`src/rtl/riscv_pkg.sv`:
```
`default_nettype none
// ============================================================================
//  Module      : riscv_pkg
//  Description : Shared types and constants for the fetch/decode front end.
//  Revision    : 1.0  initial release
// ============================================================================
package riscv_pkg;

  typedef logic [31:0] word_t;

  localparam word_t INSTR_NOP = 32'h0000_0013;
  localparam int    ILEN      = 32;

endpackage : riscv_pkg
`default_nettype wire

```
`src/rtl/instruction_fetch_if.sv`:
```
`default_nettype none
// ============================================================================
//  Module      : instruction_fetch_if
//  Description : Memory, redirect and decode-side signals of the fetch stage.
//  Revision    : 1.0  initial release
// ============================================================================
interface instruction_fetch_if;
  import riscv_pkg::*;

  logic  imem_req_valid;
  logic  imem_req_ready;
  word_t imem_req_addr;
  logic  imem_rsp_valid;
  word_t imem_rsp_data;
  logic  redirect_valid;
  word_t redirect_pc;
  logic  if_valid;
  logic  if_ready;
  word_t if_instr;
  word_t if_pc;

  // master = fetch stage, slave = its environment (memory, execute, decode)
  modport master (
    output imem_req_valid, imem_req_addr, if_valid, if_instr, if_pc,
    input  imem_req_ready, imem_rsp_valid, imem_rsp_data,
    input  redirect_valid, redirect_pc, if_ready
  );

  modport slave (
    input  imem_req_valid, imem_req_addr, if_valid, if_instr, if_pc,
    output imem_req_ready, imem_rsp_valid, imem_rsp_data,
    output redirect_valid, redirect_pc, if_ready
  );

endinterface : instruction_fetch_if
`default_nettype wire

```
`src/rtl/fetch_fifo.sv`:
```
`default_nettype none
// ============================================================================
//  Module      : fetch_fifo
//  Description : Synchronous FIFO with flush; push while full allowed with pop.
//  Revision    : 1.0  initial release
// ============================================================================
module fetch_fifo #(
  parameter int WIDTH = 64,
  parameter int DEPTH = 2
) (
  input  wire                     clk,
  input  wire                     rst_n,
  input  wire                     flush_i,
  input  wire                     push_i,
  input  wire [WIDTH-1:0]         push_data_i,
  input  wire                     pop_i,
  output logic [WIDTH-1:0]        head_o,
  output logic                    full_o,
  output logic                    empty_o,
  output logic [$clog2(DEPTH):0]  count_o
);

  localparam int c_aw = $clog2(DEPTH);

  logic [WIDTH-1:0] mem_q [DEPTH];
  logic [c_aw-1:0]  wr_ptr_q, wr_ptr_d;
  logic [c_aw-1:0]  rd_ptr_q, rd_ptr_d;
  logic [c_aw:0]    count_q, count_d;
  logic             w_push;
  logic             w_pop;

  assign empty_o = (count_q == '0);
  assign full_o  = (count_q == (c_aw+1)'(DEPTH));
  assign count_o = count_q;
  assign head_o  = mem_q[rd_ptr_q];

  assign w_pop  = pop_i && !empty_o;
  assign w_push = push_i && (!full_o || w_pop);

  always_comb begin
    wr_ptr_d = wr_ptr_q;
    rd_ptr_d = rd_ptr_q;
    count_d  = count_q;
    if (flush_i) begin
      wr_ptr_d = '0;
      rd_ptr_d = '0;
      count_d  = '0;
    end else begin
      if (w_push) wr_ptr_d = wr_ptr_q + c_aw'(1);
      if (w_pop)  rd_ptr_d = rd_ptr_q + c_aw'(1);
      count_d = count_q + (c_aw+1)'(w_push) - (c_aw+1)'(w_pop);
    end
  end

  // Storage is reset so that an empty buffer presents all-zero data
  always_ff @(posedge clk or negedge rst_n) begin
    if (!rst_n) begin
      for (int i = 0; i < DEPTH; i++) mem_q[i] <= '0;
      wr_ptr_q <= '0;
      rd_ptr_q <= '0;
      count_q  <= '0;
    end else begin
      wr_ptr_q <= wr_ptr_d;
      rd_ptr_q <= rd_ptr_d;
      count_q  <= count_d;
      if (w_push && !flush_i) mem_q[wr_ptr_q] <= push_data_i;
    end
  end

endmodule : fetch_fifo
`default_nettype wire

```
`src/rtl/instruction_fetch.sv`:
```
`default_nettype none
// ============================================================================
//  Module      : instruction_fetch
//  Description : PC, credit-limited imem reads, buffered words and redirect flush.
//  Revision    : 1.0  initial release
// ============================================================================
module instruction_fetch
  import riscv_pkg::*;
#(
  parameter word_t RESET_PC   = 32'h0000_0000,
  parameter int    FIFO_DEPTH = 2
) (
  input wire                  clk,
  input wire                  rst_n,
  instruction_fetch_if.master bus
);

  localparam int c_aw = $clog2(FIFO_DEPTH);
  localparam int c_cw = $clog2(FIFO_DEPTH) + 1;

  word_t           pc_q, pc_d;
  logic            run_q;
  logic [c_cw-1:0] outstanding_q, outstanding_d;
  logic [c_cw-1:0] drop_q, drop_d;
  word_t           tag_q [FIFO_DEPTH];
  logic [c_aw-1:0] tag_wr_q, tag_wr_d;
  logic [c_aw-1:0] tag_rd_q, tag_rd_d;

  logic [2*ILEN-1:0] w_head;
  logic [c_cw-1:0]   w_fifo_count;
  logic              w_fifo_full;
  logic              w_fifo_empty;
  logic [c_cw:0]     w_inflight;
  logic              w_credit;
  logic              w_req_valid;
  logic              w_accept;
  logic              w_rsp;
  logic              w_keep;
  logic              w_push;
  logic              w_pop;

  assign w_rsp       = bus.imem_rsp_valid;
  assign w_inflight  = {1'b0, outstanding_q} + {1'b0, w_fifo_count};
  assign w_credit    = (w_inflight < (c_cw+1)'(FIFO_DEPTH));
  // run_q holds off the first request until the first clock after reset release
  assign w_req_valid = run_q && !bus.redirect_valid && w_credit && (drop_q == '0);
  assign w_accept    = w_req_valid && bus.imem_req_ready;
  assign w_keep      = w_rsp && !bus.redirect_valid && (drop_q == '0);
  assign w_pop       = !w_fifo_empty && bus.if_ready;
  assign w_push      = w_keep && (!w_fifo_full || w_pop);

  always_comb begin
    pc_d          = pc_q;
    outstanding_d = outstanding_q + c_cw'(w_accept) - c_cw'(w_rsp);
    drop_d        = drop_q;
    tag_wr_d      = tag_wr_q;
    tag_rd_d      = tag_rd_q;
    if (bus.redirect_valid) begin
      pc_d     = {bus.redirect_pc[31:2], 2'b00};
      drop_d   = outstanding_q - c_cw'(w_rsp);
      tag_wr_d = '0;
      tag_rd_d = '0;
    end else begin
      if (w_accept) begin
        pc_d     = pc_q + 32'd4;
        tag_wr_d = tag_wr_q + c_aw'(1);
      end
      if (w_rsp) begin
        if (drop_q != '0) drop_d   = drop_q - c_cw'(1);
        else              tag_rd_d = tag_rd_q + c_aw'(1);
      end
    end
  end

  always_ff @(posedge clk or negedge rst_n) begin
    if (!rst_n) begin
      pc_q          <= RESET_PC;
      run_q         <= 1'b0;
      outstanding_q <= '0;
      drop_q        <= '0;
      tag_wr_q      <= '0;
      tag_rd_q      <= '0;
      for (int i = 0; i < FIFO_DEPTH; i++) tag_q[i] <= '0;
    end else begin
      pc_q          <= pc_d;
      run_q         <= 1'b1;
      outstanding_q <= outstanding_d;
      drop_q        <= drop_d;
      tag_wr_q      <= tag_wr_d;
      tag_rd_q      <= tag_rd_d;
      if (w_accept) tag_q[tag_wr_q] <= pc_q;
    end
  end

  fetch_fifo #(
    .WIDTH (2*ILEN),
    .DEPTH (FIFO_DEPTH)
  ) u_fifo (
    .clk         (clk),
    .rst_n       (rst_n),
    .flush_i     (bus.redirect_valid),
    .push_i      (w_push),
    .push_data_i ({tag_q[tag_rd_q], bus.imem_rsp_data}),
    .pop_i       (w_pop),
    .head_o      (w_head),
    .full_o      (w_fifo_full),
    .empty_o     (w_fifo_empty),
    .count_o     (w_fifo_count)
  );

  assign bus.imem_req_valid = w_req_valid;
  assign bus.imem_req_addr  = pc_q;
  assign bus.if_valid       = !w_fifo_empty;
  assign bus.if_pc          = w_head[2*ILEN-1:ILEN];
  assign bus.if_instr       = w_head[ILEN-1:0];

endmodule : instruction_fetch
`default_nettype wire

```
`src/flat_wrapper.sv`:
```
// flat-port wrapper written by rule: the top's interface ports become plain ports
module instruction_fetch_flat import riscv_pkg::*;
#(
  parameter word_t RESET_PC   = 32'h0000_0000,
  parameter int    FIFO_DEPTH = 2
)
  (clk, rst_n, bus_imem_req_valid, bus_imem_req_addr, bus_if_valid, bus_if_instr, bus_if_pc, bus_imem_req_ready, bus_imem_rsp_valid, bus_imem_rsp_data, bus_redirect_valid, bus_redirect_pc, bus_if_ready);
  instruction_fetch_if bus_i ();
  input wire clk;
  input wire rst_n;
  output wire logic [$bits(bus_i.imem_req_valid)-1:0] bus_imem_req_valid;
  output wire logic [$bits(bus_i.imem_req_addr)-1:0] bus_imem_req_addr;
  output wire logic [$bits(bus_i.if_valid)-1:0] bus_if_valid;
  output wire logic [$bits(bus_i.if_instr)-1:0] bus_if_instr;
  output wire logic [$bits(bus_i.if_pc)-1:0] bus_if_pc;
  input wire logic [$bits(bus_i.imem_req_ready)-1:0] bus_imem_req_ready;
  input wire logic [$bits(bus_i.imem_rsp_valid)-1:0] bus_imem_rsp_valid;
  input wire logic [$bits(bus_i.imem_rsp_data)-1:0] bus_imem_rsp_data;
  input wire logic [$bits(bus_i.redirect_valid)-1:0] bus_redirect_valid;
  input wire logic [$bits(bus_i.redirect_pc)-1:0] bus_redirect_pc;
  input wire logic [$bits(bus_i.if_ready)-1:0] bus_if_ready;
  assign bus_imem_req_valid = bus_i.imem_req_valid;
  assign bus_imem_req_addr = bus_i.imem_req_addr;
  assign bus_if_valid = bus_i.if_valid;
  assign bus_if_instr = bus_i.if_instr;
  assign bus_if_pc = bus_i.if_pc;
  assign bus_i.imem_req_ready = bus_imem_req_ready;
  assign bus_i.imem_rsp_valid = bus_imem_rsp_valid;
  assign bus_i.imem_rsp_data = bus_imem_rsp_data;
  assign bus_i.redirect_valid = bus_redirect_valid;
  assign bus_i.redirect_pc = bus_redirect_pc;
  assign bus_i.if_ready = bus_if_ready;
  instruction_fetch #(.RESET_PC(RESET_PC), .FIFO_DEPTH(FIFO_DEPTH)) u_core (.clk(clk), .rst_n(rst_n), .bus(bus_i));
endmodule
```
`config.mk`:
```
export PLATFORM = sky130hd
export DESIGN_NAME = instruction_fetch_flat
export DESIGN_NICKNAME = d
export VERILOG_FILES = /design/src/rtl/riscv_pkg.sv /design/src/rtl/instruction_fetch_if.sv /design/src/rtl/fetch_fifo.sv /design/src/rtl/instruction_fetch.sv /design/src/flat_wrapper.sv
export SDC_FILE = /design/constraint.sdc
export NUM_CORES = 1
export LEC_CHECK = 0
export CAP_MARGIN = 20
export CORE_MARGIN = 2
export CORE_UTILIZATION = 45
export CTS_CLUSTER_DIAMETER = 100
export DETAILED_ROUTE_END_ITERATION = 12
export PLACE_DENSITY = 0.8
export SLEW_MARGIN = 5
export SYNTH_ARGS = -nofsm -noshare
export SYNTH_HDL_FRONTEND = slang
export SYNTH_HIERARCHICAL = 1
export SYNTH_SLANG_ARGS = --single-unit
export TNS_END_PERCENT = 1
```
`constraint.sdc`:
```
create_clock -name clk -period 2.45 [get_ports clk]
set_input_delay 0.245 -clock clk [delete_from_list [all_inputs] [get_ports clk]]
set_output_delay 0.245 -clock clk [all_outputs]
set_load 0.03 [all_outputs]
```
==> results of run 1 <==
-- critical path: cells and delay by family (launching register included) --
| family | cells | cell delay (ns) |
|---|---|---|
| and+or+nand+nor | 5 | 1.23 |
| adders and majority gates | 1 | 0.41 |
| DFF | 1 | 0.37 |
| AOI/OAI and AO/OA | 1 | 0.29 |
| buffers and inverters | 1 | 0.12 |
-- flip-flops by register name, indices dropped and copies added, names as in the netlist, 2 cells and up --
register and cells:
u_core/u_fifo/count_o 2, u_core/tag_q 60, u_core/drop_q 2, u_core/u_fifo/mem_q 128, u_core/bus.imem_req_addr 30, u_core/outstanding_q 2
-- routing by layer --
metal  up-vias  track usage, %  share of wire, %
li1       3207               -                 -
met1      3587            25.9                44
met3        40            2.86               3.4
met2       154            33.4                50
met4         0            6.18               2.6
met5         -               0                 0
-- worst paths after layout --
| kind | start | end | cells past startpoint |
|---|---|---|---|
| worst max register to register | u_core/outstanding_q[0]$_DFF_PN0_ | u_core/bus.imem_req_addr[20]$_DFFE_PN0P_ | 8 |
| worst min-delay path | bus_redirect_valid | u_core/u_fifo/count_o[0]$_DFF_PN0_ | 2 |
| min in group asynchronous | rst_n | u_core/tag_q[5]$_DFFE_PN0P_ | 2 |
| worst max-delay path | u_core/outstanding_q[0]$_DFF_PN0_ | u_core/bus.imem_req_addr[20]$_DFFE_PN0P_ | 8 |
| worst min register to register | u_core/u_fifo/mem_q[50]$_DFFE_PN0P_ | u_core/u_fifo/mem_q[50]$_DFFE_PN0P_ | 1 |
| max in group asynchronous | rst_n | u_core/u_fifo/mem_q[4]$_DFFE_PN0P_ | 3 |
-- synth_stat cells (4+ instances only) --
cell type and count:
a21oi_1 5, nand3_1 10, and2_1 5, xnor2_1 10
nor2_1 19, mux2_4 49, buf_4 5, nor2b_1 7
nand2_1 38, nor3_1 6, xor2_1 5, mux2_2 231
clkbuf_1 12, dfrtp_1 229, buf_2 14, a221o_1 6
o211ai_1 9, ha_1 7, and3_1 7, o21ai_0 16
buf_6 8, o311ai_0 4, or3_1 4, nand4_1 9
inv_1 11
-- metrics by stage --
step                      hold WS [ns]  util [%]
after floorplan                -0.0506         -
after global placement           0.284      55.3
after detailed placement         0.280      55.3
after CTS                     0.000882      59.3
after global routing            0.0351      59.5
final                           0.0352      59.5
-- cell families after synthesis --
family / share of synthesized area, %
buffers and inverters: 2.75
and+or+nand+nor: 6.07
DFF: 53.4
AOI/OAI and AO/OA: 4.17
xor gates and xnor gates: 1.22
muxes: 31.4
other: 0.0699
adders and majority gates: 1.00
-- final cells by class --
cell class	instances	area [µm²]
clock inverters	9	120
flip-flops and latches	229	5730
multi-input cells	497	4780
well taps	319	399
clock buffers	37	783
repair buffers	214	2110
fillers	1861	9510
inverters	11	43.8
-- power by group --
| part | internal [mW] | total (mW) | switching, mW | leakage [nW] |
|---|---|---|---|---|
| Combinational | 2.40 | 4.69 | 2.29 | 3.33 |
| Sequential | 4.68 | 5.20 | 0.524 | 3.04 |
| Clock | 2.52 | 4.04 | 1.52 | 0.452 |
-- timing repair --
action | CTS | global route
endpoints found under the setup margin | 79 | 201
hold buffers | 1 | 0
pin swaps | 10 | 1
buffers inserted | 3 | 1
cloned | 0 | 0
hold endpoints to repair | 75 | 0
resized for setup | 43 | 16
==> summary.md, run 1 <==
| Metric | Value |
|---|---|
| # rows | 56 |
| Synth top area cells | dfrtp_1 (53%), mux2_2 (24%), mux2_4 (6.9%), nand2_1 (1.3%), buf_6 (0.84%) |
| Hold Vio Cnt, Final | 0 |
| Final setup viols | 23 |
| Failing checks | negative setup slack |
| Type of destination of the critical path | register |
| Status | finished, violations left |
| Lkg Pwr | 6.82 nW |
| Final HPWL DP | 16100 µm |
| Max-Slew Margin vs Limit | 58.4% |
| Max Slew Vio Count | 0 |
| Max clock buf depth | 3 |
| Post-synth EDFFs | 0 |
| Async set or reset register ratio after synthesis | 100% |
| CTS Sinks | 229 |
| Synth Warn # | 6 |
| Critical Path Fanout Max | 4 |
| Most frequent cells in the layout | mux2_2 (231), dfrtp_1 (228), clkdlybuf4s50_1 (111) |
| Slowest stage delay, CP | 0.41 ns |
| Critical Path AT | 2.93 ns |
| Post-Synthesis Cells | 774 |
| Nets | 1057 |
| Die H | 158 µm |
| Seq/Total Area, Yosys | 53.4% |
| Setup slack after layout | -0.0866 ns |
| Clk slew on worst S/H paths | 0.06 ns |
| Slowest CP cell | fa_1 |
| Top-Level Pins | 168 |
| WL/cell | 18.5 µm |
| DP Cell Count | 1265 |
| Startpoint types | register |
| ANT cells | 0 |
| Port bufs | 163 |
| Total wire length | 24400 µm |
| Vias | 6988 |
| Total CTS buffers | 26 |
| DR vias/cell | 5.31 |
| Reg2reg setup slack | -0.09 ns |
| Synthesis-stage register bit count | 229 |
| Hold Crit Class | input port to register |
| DR iter-0 viols | 368 |
| Layout area overhead | 30.0% |
| Layout cells sized above 1 | 40.1% |
| CP Class | register to register |
| H-tree depth | 1 |
| Remaining antenna violation count | 0 |
| Post-DP Area | 0.0130 mm² |
| Initial Utilization | 45.8% |
| Dpl ws | -0.109 ns |
| Finished Layout Cells | 1316 |
| Commonest non-fill, non-tap cell in the layout | mux2_2 |
| Vias in the first global route | 7389 |
| Initial antenna violation count | 0 |
| Finished Cell Area | 0.0140 mm² |
| Max Cap Violations | 0 |
| GRT Util Overall | 19.6% |
| Core Area | 0.0235 mm² |
| Largest area contributor in the netlist | dfrtp_1 |
| Die width | 158 µm |
| Pwr Total | 13.9 mW |
| Pwr Density | 998 mW/mm² |
| First-pass GRT wire length | 38900 µm |
| TritonCTS clock tree | done |
| Worst Tran Pin Value | 0.625 ns |
| Worst Path Required | 2.84 ns |
| Synthesized area per cell | 13.9 µm² |
| Clk_lat worst skew | 0.51 ns |
| Number of library cell types mapped by synthesis | 56 |
| Top_reg_cell synth | dfrtp_1 |
| GRT Residual Overflow | 0 |
| Setup_tns | -0.598 ns |
| Largest net degree at the start of global routing | 80 |
| CTS root buffer | clkbuf_16 |
| DRT Pass-1 Iters | 4 |
| Die area | 0.0251 mm² |
| Number of remaining DRC errors | 0 |
| Max Clock Skew | 0.00683 ns |
| RSZ-0062 raised after global routing | yes |
| Max frequency | 394 MHz |
| Post-synthesis cell area | 0.0107 mm² |
| Final worst-path cycle share | 104% |
| Worst ir drop on vdd | 0.521 mV |
| Worst path cell trace | and2_4 > fa_1 > nor4b_2 > and3_4 > buf_12 > nand3_4 > or3_1 > a221o_1 |
| Min Tclk post-route | 2.54 ns |
| GPL Wtd Cong | 0.813 |
| Post-synth top area share | 53.4% |
Note: power is estimated with default switching activity, not from simulation.
==> run 2, diff against run 1 <==
--- a/config.mk
+++ b/config.mk
@@ -5,12 +5,14 @@
 export SDC_FILE = /design/constraint.sdc
 export NUM_CORES = 1
 export LEC_CHECK = 0
+export ABC_AREA = 1
 export CAP_MARGIN = 20
 export CORE_MARGIN = 2
 export CORE_UTILIZATION = 45
 export CTS_CLUSTER_DIAMETER = 100
 export DETAILED_ROUTE_END_ITERATION = 12
 export PLACE_DENSITY = 0.8
+export SETUP_SLACK_MARGIN = 0.05
 export SLEW_MARGIN = 5
 export SYNTH_ARGS = -nofsm -noshare
 export SYNTH_HDL_FRONTEND = slang
==> run 2 against run 1 <==
Against the previous run:
- the flow now finishes without violations
- sequential share of layout area fell by 1.6 points
- maximum frequency rose by 6.8%
- worst setup slack gained 0.16 ns
- flip-flop and latch count unchanged
- register-to-register slack better by 0.22 ns
- routed wire length increased by 24%
- synthesized area grew 9.4%
- combinational power increased by 2%
- synthesized cell count is 97% higher
- critical path type is now register to output pin
==> summary.md, run 2 <==
| Metric | Value |
|---|---|
| Max frequency | 421 MHz |
| Multi-input logic area | 0.00511 mm² |
| Slowest stage delay, CP | 0.48 ns |
| Async set or reset register ratio after synthesis | 100% |
| Synthesis-stage register bit count | 229 |
| Max Slew Vio Count | 0 |
| Vias | 10600 |
| Final worst-path cycle share | 96.9% |
| Total CTS buffers | 25 |
| Slowest CP cell | fa_1 |
| Nets | 1726 |
| Die H | 166 µm |
| Number of remaining DRC errors | 0 |
| Post-synth top area share | 48.8% |
| Post-layout util | 56.3% |
| First-pass GRT wire length | 50300 µm |
| Worst ir drop on vdd | 0.533 mV |
| RSZ-0062 raised after global routing | yes |
| H-tree depth | 1 |
| Biggest register | u_core/u_fifo/mem_q |
| CTS root buffer | clkbuf_16 |
| Die width | 166 µm |
| FF+latch area | 0.00573 mm² |
| Clk slew on worst S/H paths | 0.06 ns |
| Die area | 0.0274 mm² |
| Layout area overhead | 23.7% |
| Final HPWL DP | 19100 µm |
| Remaining antenna violation count | 0 |
| Post-synth EDFFs | 0 |
| Worst hold slack | 0.212 ns |
| CP Class | register to output pin |
| Core Area | 0.0258 mm² |
| Vias in the first global route | 9949 |
| Most frequent cells in the layout | nand2_1 (766), dfrtp_1 (228), nand4_1 (128) |
| DR vias/cell | 5.32 |
| Commonest non-fill, non-tap cell in the layout | nand2_1 |
| Setup slack after layout | 0.0751 ns |
| ANT cells | 0 |
| DR iter-0 viols | 1300 |
| Port bufs | 163 |
| Max clock buf depth | 3 |
| Worst path cell trace | nand2_1 > inv_1 > fa_1 > nor3b_4 > nand2_1 > inv_1 > buf_6 |
| Post-Synthesis Cells | 1528 |
| Initial Utilization | 45.5% |
| Top-Level Pins | 168 |
| Startpoint types | register |
| Reg2reg setup slack | 0.13 ns |
| TritonCTS clock tree | done |
| Final setup viols | 0 |
| Post-synthesis cell area | 0.0118 mm² |
| Largest register FFs | 128 |
| Critical Path AT | 2.13 ns |
| DP Cell Count | 1955 |
| Min Tclk post-route | 2.37 ns |
| Synth top cells by count | nand2_1 (766), dfrtp_1 (229), nand4_1 (128) |
| Total wire length | 30300 µm |
| Max Cap Violations | 0 |
| Largest net degree at the start of global routing | 103 |
| Worst Path Required | 2.20 ns |
| Worst Tran Pin Value | 0.535 ns |
| Critical Path Fanout Max | 5 |
| Dpl ws | 0.141 ns |
| # rows | 59 |
| Max-Slew Margin vs Limit | 64.3% |
| Hold Vio Cnt, Final | 0 |
| Seq/Total Area, Yosys | 48.8% |
| Largest area contributor in the netlist | dfrtp_1 |
| Synth top area cells | dfrtp_1 (49%), nand2_1 (24%), nand4_1 (6.8%), nand3_1 (2.7%), inv_1 (2.4%) |
| # fillers | 2337 |
| Number of library cell types mapped by synthesis | 34 |
| GRT Util Overall | 21.8% |
| GPL Wtd Cong | 0.854 |
| Hold Crit Class | input port to async pin |
| Top_reg_cell synth | dfrtp_1 |
| Post-CTS setup buffers | 0 |
| Type of destination of the critical path | output pin |
| Finished Layout Cells | 2001 |
| DRT Pass-1 Iters | 5 |
| WL/cell | 15.1 µm |
| Lkg Pwr | 7.54 nW |
| Layout cells sized above 1 | 9.24% |
| GRT Residual Overflow | 0 |
| Max Clock Skew | 0.0143 ns |
| Status | completed |
| Pwr Density | 949 mW/mm² |
| Post-DP Area | 0.0138 mm² |
| Synthesized area per cell | 7.69 µm² |
| Initial antenna violation count | 1 |
| CTS Sinks | 229 |
| Synth Warn # | 6 |
| Finished Cell Area | 0.0145 mm² |
| Clk_lat worst skew | 0.51 ns |
| Count leader, synth | nand2_1 |
run 2: kinds of logic after synthesis:
kind of cell,share of synthesized area (%)
buf+inv,8.19
flops,48.8
fa+ha+maj,0.915
simple gates,36.9
xor+xnor,0.671
compound gates,4.47
other cells,0.0639
run 2: area by class of cell:
| cell class | count | share of cell area, % |
|---|---|---|
| Sequential cell | 229 | 39.4 |
| Clock inverter | 10 | 0.689 |
| Inverter | 78 | 2.05 |
| Multi-Input combinational cell | 1125 | 35.1 |
| Clock buffer | 35 | 4.84 |
| Timing Repair Buffer | 189 | 15.0 |
| Tap cell | 335 | 2.88 |
run 2: metrics by stage:
stage / setup TNS, ns / power (mW)
after floorplan: 0 / 8.27
after global placement: 0 / 10.2
after detailed placement: 0 / 10.3
after CTS: 0 / 13.9
after global routing: -0.0245 / 14.6
final: 0 / 13.8
run 2: final timing paths:
kind,cells after the start,endpoint,start
min,2,u_core/bus.imem_req_addr[27]$_DFFE_PN0P_,rst_n
max reg2reg,10,u_core/bus.imem_req_addr[11]$_DFFE_PN0P_,u_core/u_fifo/count_o[0]$_DFF_PN0_
min in group clk,3,u_core/bus.imem_req_addr[13]$_DFFE_PN0P_,bus_redirect_pc[13]
max in group asynchronous,3,u_core/u_fifo/rd_ptr_q$_DFFE_PN0P_,rst_n
max,7,bus_imem_req_valid,u_core/u_fifo/count_o[0]$_DFF_PN0_
min reg2reg,2,u_core/u_fifo/mem_q[10]$_DFFE_PN0P_,u_core/u_fifo/mem_q[10]$_DFFE_PN0P_
run 2: per-layer routing:
metal	part of all wire, %	GRT usage [%]
met1	45	31.4
met2	46	35.0
met3	6.7	2.80
met4	2.5	5.75
met5	0.043	0
run 2: report_power, final:
part	switching (mW)	internal, mW	total [mW]
registers	0.582	4.76	5.34
clock network	1.48	2.20	3.68
logic	2.96	1.82	4.78
run 2: worst max-delay path, delay by kind of cell, from the launching register on:
family | cells | cell delay, ns
buf+inv | 3 | 0.27
simple gates | 3 | 0.45
fa+ha+maj | 1 | 0.48
flops | 1 | 0.43
run 2: timing repair:
item                                   4_1_cts  5_1_grt
hold buffers                                 1        0
resized for setup                           28        1
endpoints found under the hold margin       43        0
setup endpoints to repair                   29       13
pin swaps                                    2        0
==> run 3, diff against run 2 <==
--- a/config.mk
+++ b/config.mk
@@ -12,6 +12,7 @@
 export CTS_CLUSTER_DIAMETER = 100
 export DETAILED_ROUTE_END_ITERATION = 12
 export PLACE_DENSITY = 0.8
+export RECOVER_POWER = 25
 export SETUP_SLACK_MARGIN = 0.05
 export SLEW_MARGIN = 5
 export SYNTH_ARGS = -nofsm -noshare
==> run 3 against run 2 <==
Against the previous run:
- sequential power about the same
- clock power about the same
- maximum frequency decreased by 0.36%
- sequential share of layout area increased by 0.075 points
- worst hold slack improved by 0.10 ns
- worst setup slack got worse by 0.0086 ns
- non-clock buffer count unchanged
- utilization decreased by 0.11 points
- register-to-register slack about the same
- flip-flop and latch count unchanged
- final cell count unchanged
- critical path type unchanged
- largest power group unchanged
==> summary.md, run 3 (synthesis gave the netlist of run 2 again) <==
| Metric | Value |
|---|---|
| Status | completed |
| Number of remaining DRC errors | 0 |
| Total wire length | 30300 µm |
| Largest net degree at the start of global routing | 103 |
| Vias | 10600 |
| Core Area | 0.0258 mm² |
| RSZ-0062 raised after global routing | yes |
| Commonest non-fill, non-tap cell in the layout | nand2_1 |
| Clock power frac | 26.7% |
| Max frequency | 420 MHz |
| Worst ir drop on vdd | 0.531 mV |
| Most frequent cells in the layout | nand2_1 (766), dfrtp_1 (228), nand4_1 (128) |
| Largest register FFs | 128 |
| Max clock buf depth | 3 |
| Total CTS buffers | 25 |
| Finished Layout Cells | 2001 |
| Initial antenna violation count | 1 |
| Clk_lat worst skew | 0.51 ns |
| Layout area overhead | 23.4% |
| Port bufs | 163 |
| TritonCTS clock tree | done |
| WL/cell | 15.1 µm |
| GRT Util Overall | 21.8% |
| Comb pwr share | 34.6% |
| DP Cell Count | 1955 |
| First-pass GRT wire length | 50300 µm |
| H-tree depth | 1 |
| Remaining antenna violation count | 0 |
| Max Clock Skew | 0.0141 ns |
| Initial Utilization | 45.5% |
| Switch share | 36.4% |
| Type of destination of the critical path | output pin |
| Layout cells sized above 1 | 9.24% |
| ANT cells | 0 |
| Pwr Total | 13.8 mW |
| Final setup viols | 0 |
| Critical Path AT | 2.14 ns |
| Setup_tns | 0 ns |
| DR iter-0 viols | 1131 |
| Clk slew on worst S/H paths | 0.06 ns |
| Min Tclk post-route | 2.38 ns |
| Max-Slew Margin vs Limit | 23.0% |
| Die width | 166 µm |
| GPL Wtd Cong | 0.854 |
| CTS root buffer | clkbuf_16 |
| Biggest register | u_core/u_fifo/mem_q |
| Max Slew Vio Count | 0 |
| Final HPWL DP | 19100 µm |
| Worst hold slack | 0.312 ns |
| Hold Vio Cnt, Final | 0 |
| DRT Pass-1 Iters | 5 |
| CP Class | register to output pin |
| Worst Tran Pin Value | 1.15 ns |
| Post-CTS setup buffers | 0 |
| # rows | 59 |
| Internal | 8.77 mW |
| Final worst-path cycle share | 97.3% |
| Die area | 0.0274 mm² |
| GRT Residual Overflow | 0 |
| Worst Path Required | 2.20 ns |
| Pwr Density | 950 mW/mm² |
| Vias in the first global route | 9949 |
| Seq pwr share | 38.7% |
| Lkg Pwr | 7.53 nW |
| Startpoint types | register |
| DR vias/cell | 5.29 |
| NetSw | 5.02 mW |
| Critical Path Fanout Max | 5 |
| Nets | 1726 |
| CTS Sinks | 229 |
| Hold Crit Class | input port to register |
| Die H | 166 µm |
| Top-Level Pins | 168 |
| Max Cap Violations | 0 |
==> run 3: cell count changes in the layout (fill, tap and decap cells not counted), sizes merged <==
cell / change
buf: -1
clkbuf: +1
==> run 3: stage by stage <==
step / utilization [%] / cell area, µm² / setup WS [ns]
final: 56.1 / 14500 / 0.0665
after CTS: 56.2 / 14500 / 0.0221
after detailed placement: 53.2 / 13800 / 0.141
after global routing: 56.1 / 14500 / -0.0165
after global placement: 53.2 / 13800 / 0.190
after floorplan: - / 11800 / 0.162
==> run 3: metal layers <==
metal	vias to the layer above	track usage, %	part of all wire [%]
li1	5129	-	-
met2	406	35.0	46
met4	2	5.75	2.4
met1	5007	31.4	45
met3	49	2.80	6.6
met5	-	0	0.043
==> run 3: final cells by class <==
type,count,area (µm²)
multi-input combinational,1125,5110
fill,2339,11300
tap,335,419
clock inverter,10,100
sequential,229,5730
timing repair buffer,189,2150
inverter,78,298
clock buffer,35,703
==> run 3: power by group through the flow <==
stage                     Sequential, mW  Combinational, mW  Clock (mW)
final                               5.34               4.77        3.68
after global routing                5.47               5.23        3.93
after CTS                           5.33               4.80        3.75
after detailed placement            5.39               4.93           0
after global placement              5.35               4.82           0
after floorplan                     5.39               2.88           0
==> run 3: worst paths after layout <==
check | cells after the start | slack, ns | endpoint | start
setup / recovery | 7 | 0.07 | bus_imem_req_valid | u_core/u_fifo/count_o[0]$_DFF_PN0_
hold / removal | 3 | 0.31 | u_core/bus.imem_req_addr[13]$_DFFE_PN0P_ | bus_redirect_pc[13]
setup reg to reg | 10 | 0.12 | u_core/bus.imem_req_addr[11]$_DFFE_PN0P_ | u_core/u_fifo/count_o[0]$_DFF_PN0_
hold reg to reg | 2 | 0.47 | u_core/u_fifo/mem_q[95]$_DFFE_PN0P_ | u_core/u_fifo/mem_q[95]$_DFFE_PN0P_
max in group asynchronous | 3 | 0.43 | u_core/u_fifo/rd_ptr_q$_DFFE_PN0P_ | rst_n
min in group asynchronous | 2 | 0.49 | u_core/bus.imem_req_addr[27]$_DFFE_PN0P_ | rst_n
==> run 3: what timing repair did <==
item	in CTS	in global routing
setup endpoints to repair	29	13
resized for setup	28	1
endpoints found under the hold margin	43	0
pin swaps	2	0
hold buffers	1	0
==> run 3: critical path: stages (launching register included) <==
cell and delay [ns]:
dfrtp_1 0.43, nand2_1 0.09, inv_1 0.05, fa_1 0.48, nor3b_4 0.25, nand2_1 0.12
inv_1 0.09, buf_6 0.13
